===== src/rtl/nibble_serial_adder.sv =====
// nibble_serial_adder: multi-cycle WIDTH-bit adder that streams the operands
// one nibble per cycle through a single 4-bit ripple adder.
//
// four_bit_Full_Adder (helper, used only by nibble_serial_adder)
//   A_in, B_in [3:0]  nibble operands
//   C_in              carry-in
//   S_out [3:0]       nibble sum
//   C_out             nibble carry-out
//
// nibble_serial_adder
//   clk_in            rising-edge clock
//   rst_n_in          asynchronous active-low reset
//   start_in          request, accepted in IDLE or DONE
//   A_in, B_in        operands, captured on an accepted start
//   C_in              carry-in, captured on an accepted start
//   busy_out          high while nibbles are being added
//   done_out          one-cycle pulse when S_out/C_out/ovf_out are updated
//   S_out             sum, held until the next completion
//   C_out             unsigned carry-out of bit WIDTH-1
//   ovf_out           two's-complement signed overflow

module four_bit_Full_Adder (
  input  logic [3:0] A_in,
  input  logic [3:0] B_in,
  input  logic       C_in,
  output logic [3:0] S_out,
  output logic       C_out
);

  assign {C_out, S_out} = {1'b0, A_in} + {1'b0, B_in} + {4'b0000, C_in};

endmodule

module nibble_serial_adder #(
  // Must be a multiple of 4 and at least 8.
  parameter int unsigned WIDTH = 16
) (
  input  logic             clk_in,
  input  logic             rst_n_in,
  input  logic             start_in,
  input  logic [WIDTH-1:0] A_in,
  input  logic [WIDTH-1:0] B_in,
  input  logic             C_in,
  output logic             busy_out,
  output logic             done_out,
  output logic [WIDTH-1:0] S_out,
  output logic             C_out,
  output logic             ovf_out
);

  localparam int unsigned NIBBLES = WIDTH / 4;
  localparam int unsigned IdxW    = (NIBBLES > 1) ? $clog2(NIBBLES) : 1;

  typedef enum logic [1:0] {StIdle, StAdd, StDone} state_e;

  state_e           state_q;
  logic [WIDTH-1:0] a_q;
  logic [WIDTH-1:0] b_q;
  logic [WIDTH-1:0] partial_q;
  logic             carry_q;
  logic [IdxW-1:0]  idx_q;

  logic [IdxW+1:0]  bit_base;
  logic [3:0]       nib_a;
  logic [3:0]       nib_b;
  logic [3:0]       add_s;
  logic             add_c;
  logic [WIDTH-1:0] sum_final;
  logic             ovf_final;
  logic             last_nibble;

  // Bit offset of the current nibble (idx * 4).
  assign bit_base    = {idx_q, 2'b00};
  assign nib_a       = a_q[bit_base +: 4];
  assign nib_b       = b_q[bit_base +: 4];
  assign last_nibble = (idx_q == IdxW'(NIBBLES - 1));

  four_bit_Full_Adder u_adder (
    .A_in  (nib_a),
    .B_in  (nib_b),
    .C_in  (carry_q),
    .S_out (add_s),
    .C_out (add_c)
  );

  // On the last pass the top nibble comes straight from the adder; the lower
  // nibbles were written into partial_q on earlier passes.
  assign sum_final = {add_s, partial_q[WIDTH-5:0]};
  assign ovf_final = (a_q[WIDTH-1] == b_q[WIDTH-1]) && (add_s[3] != a_q[WIDTH-1]);

  always_ff @(posedge clk_in or negedge rst_n_in) begin
    if (!rst_n_in) begin
      state_q   <= StIdle;
      a_q       <= '0;
      b_q       <= '0;
      partial_q <= '0;
      carry_q   <= 1'b0;
      idx_q     <= '0;
      busy_out  <= 1'b0;
      done_out  <= 1'b0;
      S_out     <= '0;
      C_out     <= 1'b0;
      ovf_out   <= 1'b0;
    end else begin
      done_out <= 1'b0;
      unique case (state_q)
        StIdle, StDone: begin
          busy_out <= 1'b0;
          if (start_in) begin
            a_q      <= A_in;
            b_q      <= B_in;
            carry_q  <= C_in;
            idx_q    <= '0;
            busy_out <= 1'b1;
            state_q  <= StAdd;
          end else begin
            state_q  <= StIdle;
          end
        end
        StAdd: begin
          partial_q[bit_base +: 4] <= add_s;
          carry_q                  <= add_c;
          if (last_nibble) begin
            S_out    <= sum_final;
            C_out    <= add_c;
            ovf_out  <= ovf_final;
            idx_q    <= '0;
            busy_out <= 1'b0;
            done_out <= 1'b1;
            state_q  <= StDone;
          end else begin
            idx_q    <= idx_q + IdxW'(1);
          end
        end
        default: begin
          busy_out <= 1'b0;
          state_q  <= StIdle;
        end
      endcase
    end
  end

endmodule


===== config.mk =====
export PLATFORM = sky130hd
export DESIGN_NAME = nibble_serial_adder
export DESIGN_NICKNAME = d
export VERILOG_FILES = /design/src/rtl/nibble_serial_adder.sv
export SDC_FILE = /design/constraint.sdc
export NUM_CORES = 1
export LEC_CHECK = 0
export BUFFER_PORTS_ARGS = -buffer_cell sky130_fd_sc_hd__buf_2
export CORE_MARGIN = 1
export CORE_UTILIZATION = 45
export DETAILED_ROUTE_END_ITERATION = 10
export GPL_ROUTABILITY_DRIVEN = 1
export PLACE_DENSITY = 0.7
export RECOVER_POWER = 100
export SYNTH_ARGS = -nofsm -noshare
export SYNTH_HDL_FRONTEND = slang
export SYNTH_SLANG_ARGS = --single-unit

===== constraint.sdc =====
create_clock -name clk_in -period 2.9 [get_ports clk_in]
set_clock_uncertainty 0.05 [all_clocks]
set_input_delay 0.58 -clock clk_in [delete_from_list [all_inputs] [get_ports clk_in]]
set_output_delay 0.58 -clock clk_in [all_outputs]
set_load 0.005 [all_outputs]

==> results by group, run 1 <==
Clock tree
  • Clock Pin Slew Worst Setup and Hold Paths: 80 ps
  • H-tree levels: 3
  • Root buffer cell: clkbuf_8
  • Clk buf depth: 2
  • CTS tree: yes
  • Num CTS Buffers: 9
  • CTS resizes: 0
  • Cts hold-fix bufs: 0
  • Latest clock arrival within the worst-skew pair: 340 ps
  • Post-CTS Setup Bufs: 0
  • CTS sink count: 69

Power
  • LEAKAGE: 1.79 nW
  • Pwr dens: 1280 nW/µm²
  • Peak supply drop: 0.687 mV
  • Pwr Total: 4.65 mW

Logic synthesis
  • Syn avg cell area: 12.7 µm²
  • Yosys top cell by area: dfrtp_1
  • Largest cells by area after synthesis: dfrtp_1 (57%), mux2_2 (12%), nand2_1 (6.7%)
  • Simple-gate share of the synthesized area: 9.42%
  • Post-synthesis compound-gate area fraction: 7.03%
  • Post-synth cell types: 31
  • Mapped Area: 3040 µm²
  • Mux share of post-synthesis cell area: 18.3%
  • Post-synth ARST share: 100%
  • Synth Warn #: 0
  • Post-synth EDFFs: 0
  • Register bit total from synthesis: 69
  • Post-Synthesis Cells: 239
  • Synthesized net count: 285
  • Share of the synthesized area in the top cell type: 56.7%
  • Adder-Cell Fraction of Synth Area: 4.61%
  • Largest family of logic cells by synthesized area: multiplexers
  • Sequential-to-total area share from yosys stat: 56.7%
  • Synth Flop Type: dfrtp_1
  • Post-Synth XOR/XNOR Area: 0.576%

Routing
  • DRC violations left: 6
  • Uppermost layer routed: met4
  • Drt first-iter violations: 61
  • Routed wire length: 5510 µm
  • Met3 wire length: 283 µm
  • Final ANT Viol Nets: 0
  • Wire length per cell: 14.4 µm
  • Vias/cell: 5.21
  • DRT met1 WL: 2430 µm
  • Metal2 WL: 2750 µm
  • First-pass detailed-route iteration total: 7
  • Via count: 2000

STA
  • Fin Setup TNS: 0 ps
  • Crit share post-route: 91.4%
  • Final hold vios: 0
  • Final Critical Period: 2650 ps
  • F_max: 0.377 GHz
  • Final Slew Violations: 30
  • RSZ-0062 raised after global routing: false
  • Relative slew slack: -3.19%
  • Final setup violation count: 0
  • Worst slew pin tran: 1550 ps

Setup path
  • CP max stage cell: dfrtp_1
  • R2R Path End: S_out[15]
  • Buf/Inv on CP: 1
  • Critical path class: flop to flop
  • Worst Path Arrival: 2830 ps
  • Worst reg2reg path depth: 7
  • Worst path top cell family by delay: multiplexers
  • Crit path capture type: flop
  • RR Startpoint: idx_q[0]
  • Critical Path, Cell by Cell: buf_4 > mux4_2 > ha_1 > a21o_1 > a21oi_4 > xnor2_1 > mux2_1
  • Crit path max fanout: 9
  • Worst path required time: 3080 ps
  • Startpoint Class: flop
  • Reg2reg setup slack: 250 ps
  • CP peak stage delay: 570 ps

Job
  • Max-Cap Viols: 1

Hold path
  • Hold path start: B_in[12]
  • Min-Delay Path Class: primary input to flop
  • Worst Hold Path Cells: 2
  • Hold Path End: b_q[12]

Floorplanning
  • Die span in y: 84.2 µm
  • Die width: 84.2 µm
  • Num rows: 29
  • Die Area: 7090 µm²
  • Boundary pin count: 56
  • CORE AREA: 6420 µm²
  • Initial Util: 47.4%

Finish
  • Area Overhead vs Synth: 19.7%
  • Final nets: 348
  • Fraction of layout cells with a size suffix above 1: 38.4%
  • Diodes inserted: 0
  • Commonest non-fill, non-tap cells in the layout: dfrtp_1 (69), nand2_1 (55), buf_2 (50), mux2_2 (32), inv_1 (10)
  • Layout Cell Area excl Fill: 3640 µm²
  • Most common cell after layout, fill and taps aside: dfrtp_1

Placed design
  • Port bufs: 55
  • Routability Congestion: 0.781
  • DP Area: 3400 µm²
  • Detailed Place HPWL: 4110 µm

GRT
  • Pin count of the biggest net entering global routing: 37
  • Gr ovfl total: 0
  • Total track usage: 17.5%
  • First-pass GRT wire length: 9560 µm
  • Vias in the first global route: 2054
  • Initial antenna violation count: 0

Outcome
  • Outcome: finished, violations left
  • Failing checks: design-rule violations, max-capacitance violations, max-slew violations
-- cell usage after synthesis, types with 2 or more instances --
master    n
or3_1     2
mux2_2   32
buf_4     6
fa_1      2
buf_2     4
o31ai_1   7
dfrtp_1  69
ha_1      8
nand3_1   4
o21ai_0   4
mux4_2    8
a22o_1    4
inv_1     9
nand2_1  54
nor2b_1   2
a21o_1    3
a22o_2    3
nor2_1    5
-- routing by layer --
layer,GRT usage [%],up-vias
met5,0,-
met4,5.64,0
met3,5.90,6
met2,29.1,54
met1,21.6,993
li1,-,947
-- worst register-to-register path, stage by stage, from the launching register on --
cell     delay [ps]
dfrtp_1         570
buf_4           250
mux4_2          530
ha_1            310
a21o_1          190
a21oi_4         180
xnor2_1         140
mux2_1          320
-- how the worst max path moves through the flow --
stage	start	endpoint	slack [ps]	cells past startpoint
5_1_grt	idx_q[0]	S_out[15]	120	7
3_3_place_gp	idx_q[0]	S_out[15]	340	7
3_5_place_dp	idx_q[0]	S_out[15]	300	7
6_report	idx_q[0]	S_out[15]	250	7
4_1_cts	idx_q[0]	S_out[15]	280	7
2_1_floorplan	idx_q[0]	S_out[15]	400	7
-- registers in the layout, indices dropped and copies added, names as in the netlist --
| register | cells |
|---|---|
| state_q | 2 |
| idx_q | 2 |
| done_out | 1 |
| partial_q | 12 |
| carry_q | 1 |
| ovf_out | 1 |
| b_q | 16 |
| S_out | 16 |
| a_q | 16 |
| C_out | 1 |
| busy_out | 1 |
-- area by class of cell --
class,instances,area [µm²]
Inverter,10,37.5
Fill cell,552,2780
Tap cell,77,96.3
Clock buffer,9,124
Clock inverter,7,138
Timing Repair Buffer,62,310
Multi-Input combinational cell,150,1210
Sequential cell,69,1730
-- metrics by stage --
stage / instances / hold WS [ps] / setup WS [ps] / util (%)
2_1_floorplan: 239 / 234 / 396 / -
3_3_place_gp: 368 / 403 / 341 / 53.0
3_5_place_dp: 368 / 409 / 303 / 53.0
4_1_cts: 384 / 224 / 278 / 57.1
5_1_grt: 384 / 404 / 122 / 56.7
6_report: 384 / 416 / 249 / 56.7
-- power by group --
part / switching [mW] / internal (mW)
clock: 0.360 / 0.655
sequential: 0.284 / 1.39
combinational: 0.998 / 0.967
-- logic make-up after synthesis --
logic type | count (synthesis)
xor+xnor | 2
flops | 69
simple gates | 70
buf+inv | 20
fa+ha+maj | 10
compound gates | 27
mux | 41
Note: power is estimated with default switching activity, not from simulation.
==> run 2, diff against run 1 <==
==> config.mk (replaced) <==
export PLATFORM = sky130hd
export DESIGN_NAME = nibble_serial_adder
export DESIGN_NICKNAME = d
export VERILOG_FILES = /design/src/rtl/nibble_serial_adder.sv
export SDC_FILE = /design/constraint.sdc
export NUM_CORES = 1
export LEC_CHECK = 0
export CORE_MARGIN = 1
export CORE_UTILIZATION = 45
export DETAILED_ROUTE_END_ITERATION = 10
export DONT_BUFFER_PORTS = 1
export GPL_ROUTABILITY_DRIVEN = 1
export PLACE_DENSITY = 0.63
export REMOVE_ABC_BUFFERS = 1
export SYNTH_ARGS = -nofsm -noshare
export SYNTH_HDL_FRONTEND = slang
export SYNTH_SLANG_ARGS = --single-unit
==> run 2 against run 1 <==
Against the previous run:
- critical path type unchanged
- utilization is 4.9 points lower
- non-clock buffer count fell by 56
- the flow finishes with violations (design-rule violations)
- combinational power decreased by 4%
- design area is 8.7% lower
- sequential share of layout area rose by 4.5 points
- via count down 12%
- flip-flop and latch count unchanged
- critical path depth stayed put
- global-route usage grew 0.11 points
- critical endpoint unchanged
- sequential power about the same
- final cell count down 15%
==> results by group, run 2 (synthesized netlist as in run 1, its figures left out) <==
Outcome
  • Outcome: finished, violations left (unchanged)
  • Failing checks: design-rule violations (was design-rule violations, max-capacitance violations, max-slew violations)

Power
  • Int Pwr: 2.71 mW (was 3.01 mW)
  • Pwr dens: 1300 nW/µm² (was 1280 nW/µm²)
  • Comb power frac: 43.8% (was 42.3%)
  • Clock power frac: 17.2% (was 21.8%)
  • Psw: 1.62 mW (was 1.64 mW)
  • Sequential power share: 39.1% (was 35.9%)
  • LEAKAGE: 1.55 nW (was 1.79 nW)
  • Sw Share: 37.3% (was 35.3%)
  • Peak supply drop: 0.744 mV (was 0.687 mV)

Routing
  • Drt first-iter violations: 87 (was 61)
  • First-pass detailed-route iteration total: 7 (unchanged)
  • Via count: 1759 (was 2000)
  • Uppermost layer routed: met4 (unchanged)
  • Vias/cell: 5.40 (was 5.21)
  • Final ANT Viol Nets: 0 (unchanged)
  • Met3 wire length: 380 µm (was 283 µm)
  • Routed wire length: 5500 µm (was 5510 µm)
  • DRT met1 WL: 2540 µm (was 2430 µm)
  • Metal2 WL: 2490 µm (was 2750 µm)
  • DRC violations left: 6 (unchanged)
  • Wire length per cell: 16.9 µm (was 14.4 µm)

Floorplanning
  • Die span in y: 84.2 µm (unchanged)
  • Die width: 84.2 µm (unchanged)
  • Initial Util: 47.4% (unchanged)
  • Num rows: 29 (unchanged)
  • Die Area: 7090 µm² (unchanged)
  • Boundary pin count: 56 (unchanged)
  • CORE AREA: 6420 µm² (unchanged)

GRT
  • Vias in the first global route: 1899 (was 2054)
  • Gr ovfl total: 0 (unchanged)
  • Initial antenna violation count: 0 (unchanged)
  • First-pass GRT wire length: 9520 µm (was 9560 µm)
  • Pin count of the biggest net entering global routing: 70 (was 37)
  • Total track usage: 17.6% (was 17.5%)

Setup path
  • Reg2reg setup slack: 320 ps (was 250 ps)
  • Crit path capture type: flop (unchanged)
  • Worst path top cell family by delay: multiplexers (unchanged)
  • Startpoint Class: flop (unchanged)
  • Worst Path Arrival: 2760 ps (was 2830 ps)
  • Critical path class: flop to flop (unchanged)
  • Worst path required time: 3080 ps (about the same)
  • Buf/Inv on CP: 1 (unchanged)
  • Critical Path, Cell by Cell: buf_4 > mux4_2 > ha_1 > a21o_1 > a21oi_4 > xnor2_1 > mux2_4 (was buf_4 > mux4_2 > ha_1 > a21o_1 > a21oi_4 > xnor2_1 > mux2_1)
  • CP max stage cell: dfrtp_1 (unchanged)
  • Crit path max fanout: 9 (unchanged)
  • CP peak stage delay: 540 ps (was 570 ps)

STA
  • RSZ-0062 raised after global routing: false (unchanged)
  • Crit share post-route: 88.9% (was 91.4%)
  • F_max: 0.388 GHz (was 0.377 GHz)
  • Worst slew pin tran: 403 ps (was 1550 ps)
  • Final setup violation count: 0 (unchanged)
  • Fin Setup TNS: 0 ps (unchanged)
  • Final hold vios: 0 (unchanged)
  • Final Slew Violations: 0 (was 30)
  • Relative slew slack: 73.0% (was -3.19%)
  • Final Critical Period: 2580 ps (was 2650 ps)

Finish
  • Largest regs: S_out: 16 flops, a_q: 16 flops, b_q: 16 flops (unchanged)
  • Most common cell after layout, fill and taps aside: dfrtp_1 (unchanged)
  • Final nets: 292 (was 348)
  • Commonest non-fill, non-tap cells in the layout: dfrtp_1 (69), nand2_1 (54), mux2_2 (32), clkbuf_8 (10), inv_1 (9) (was dfrtp_1 (69), nand2_1 (55), buf_2 (50), mux2_2 (32), inv_1 (10))
  • Fraction of layout cells with a size suffix above 1: 26.9% (was 38.4%)
  • Area Overhead vs Synth: 9.33% (was 19.7%)
  • Diodes inserted: 0 (unchanged)
  • Layout Cell Area excl Fill: 3330 µm² (was 3640 µm²)

Placed design
  • Routability Congestion: 0.766 (was 0.781)
  • Port bufs: 0 (was 55)
  • DP Area: 3120 µm² (was 3400 µm²)
  • Detailed Place HPWL: 3810 µm (was 4110 µm)

Clock tree
  • Root buffer cell: clkbuf_8 (unchanged)
  • H-tree levels: 3 (unchanged)
  • CTS sink count: 69 (unchanged)
  • Clock Pin Slew Worst Setup and Hold Paths: 70 ps (was 80 ps)
  • CTS tree: yes (unchanged)
  • Clk buf depth: 2 (unchanged)
  • Num CTS Buffers: 9 (unchanged)
  • Latest clock arrival within the worst-skew pair: 340 ps (about the same)
  • CTS resizes: 0 (unchanged)

Hold path
  • Min-Delay Path Class: primary input to async pin (was primary input to flop)

Job
  • Max-Cap Viols: 0 (was 1)
run 2: changes by cell type in the layout (fill, tap and decap cells not counted), moves of 2 or more:
cell / previous run / this run
clkbuf_1: 6 / 2
clkbuf_2: 3 / 0
buf_2: 50 / 0
buf_4: 3 / 5
bufinv_16: 4 / 1
run 2: per-layer routing:
layer  global-route usage [%]  up-vias
met5                        0        -
met4                     7.05        0
met3                     7.77        8
met2                     25.9       50
met1                     22.9      864
li1                         -      837
run 2: worst register-to-register path, cell delays in order, from the launching register on:
cell     delay, ps
dfrtp_1        540
buf_4          250
mux4_2         530
ha_1           300
a21o_1         180
a21oi_4        190
xnor2_1        150
mux2_4         280
run 2: final timing paths:
path,from,to,cells past startpoint
max,idx_q[0],S_out[15],7
min,rst_n_in,S_out[4],1
max reg2reg,idx_q[0],S_out[15],7
min reg2reg,partial_q[4],S_out[4],2
max in group asynchronous,rst_n_in,partial_q[0],1
min in group clk_in,B_in[11],b_q[11],1
run 2: metrics by stage:
stage | hold WS (ps) | instances | total power, mW | utilization, % | worst slack [ps]
floorplan | 234 | 229 | 3.11 | - | 106
global placement | 237 | 311 | 3.54 | 48.6 | 351
detailed placement | 236 | 311 | 3.60 | 48.6 | 309
CTS | 74.0 | 326 | 4.37 | 51.8 | 302
global route | 86.4 | 326 | 4.66 | 51.8 | 165
finish | 56.7 | 326 | 4.33 | 51.8 | 321
run 2: area by class of cell:
type | instances | area [µm²]
flip-flops and latches | 69 | 1730
multi-input cells | 150 | 1220
repair buffers | 6 | 65.1
well taps | 77 | 96.3
clock inverters | 2 | 35.0
fillers | 576 | 3100
inverters | 10 | 37.5
clock buffers | 12 | 145
run 2: repair_timing:
item	in CTS	in global routing
setup buffers	0	0
hold buffers	1	0
hold endpoints to repair	69	0
run 2: power by group through the flow:
stage / sequential [mW] / combinational [mW] / clock [mW]
floorplan: 1.62 / 1.48 / 0
global placement: 1.71 / 1.84 / 0
detailed placement: 1.72 / 1.88 / 0
CTS: 1.70 / 1.91 / 0.758
global route: 1.76 / 2.11 / 0.796
finish: 1.69 / 1.89 / 0.744
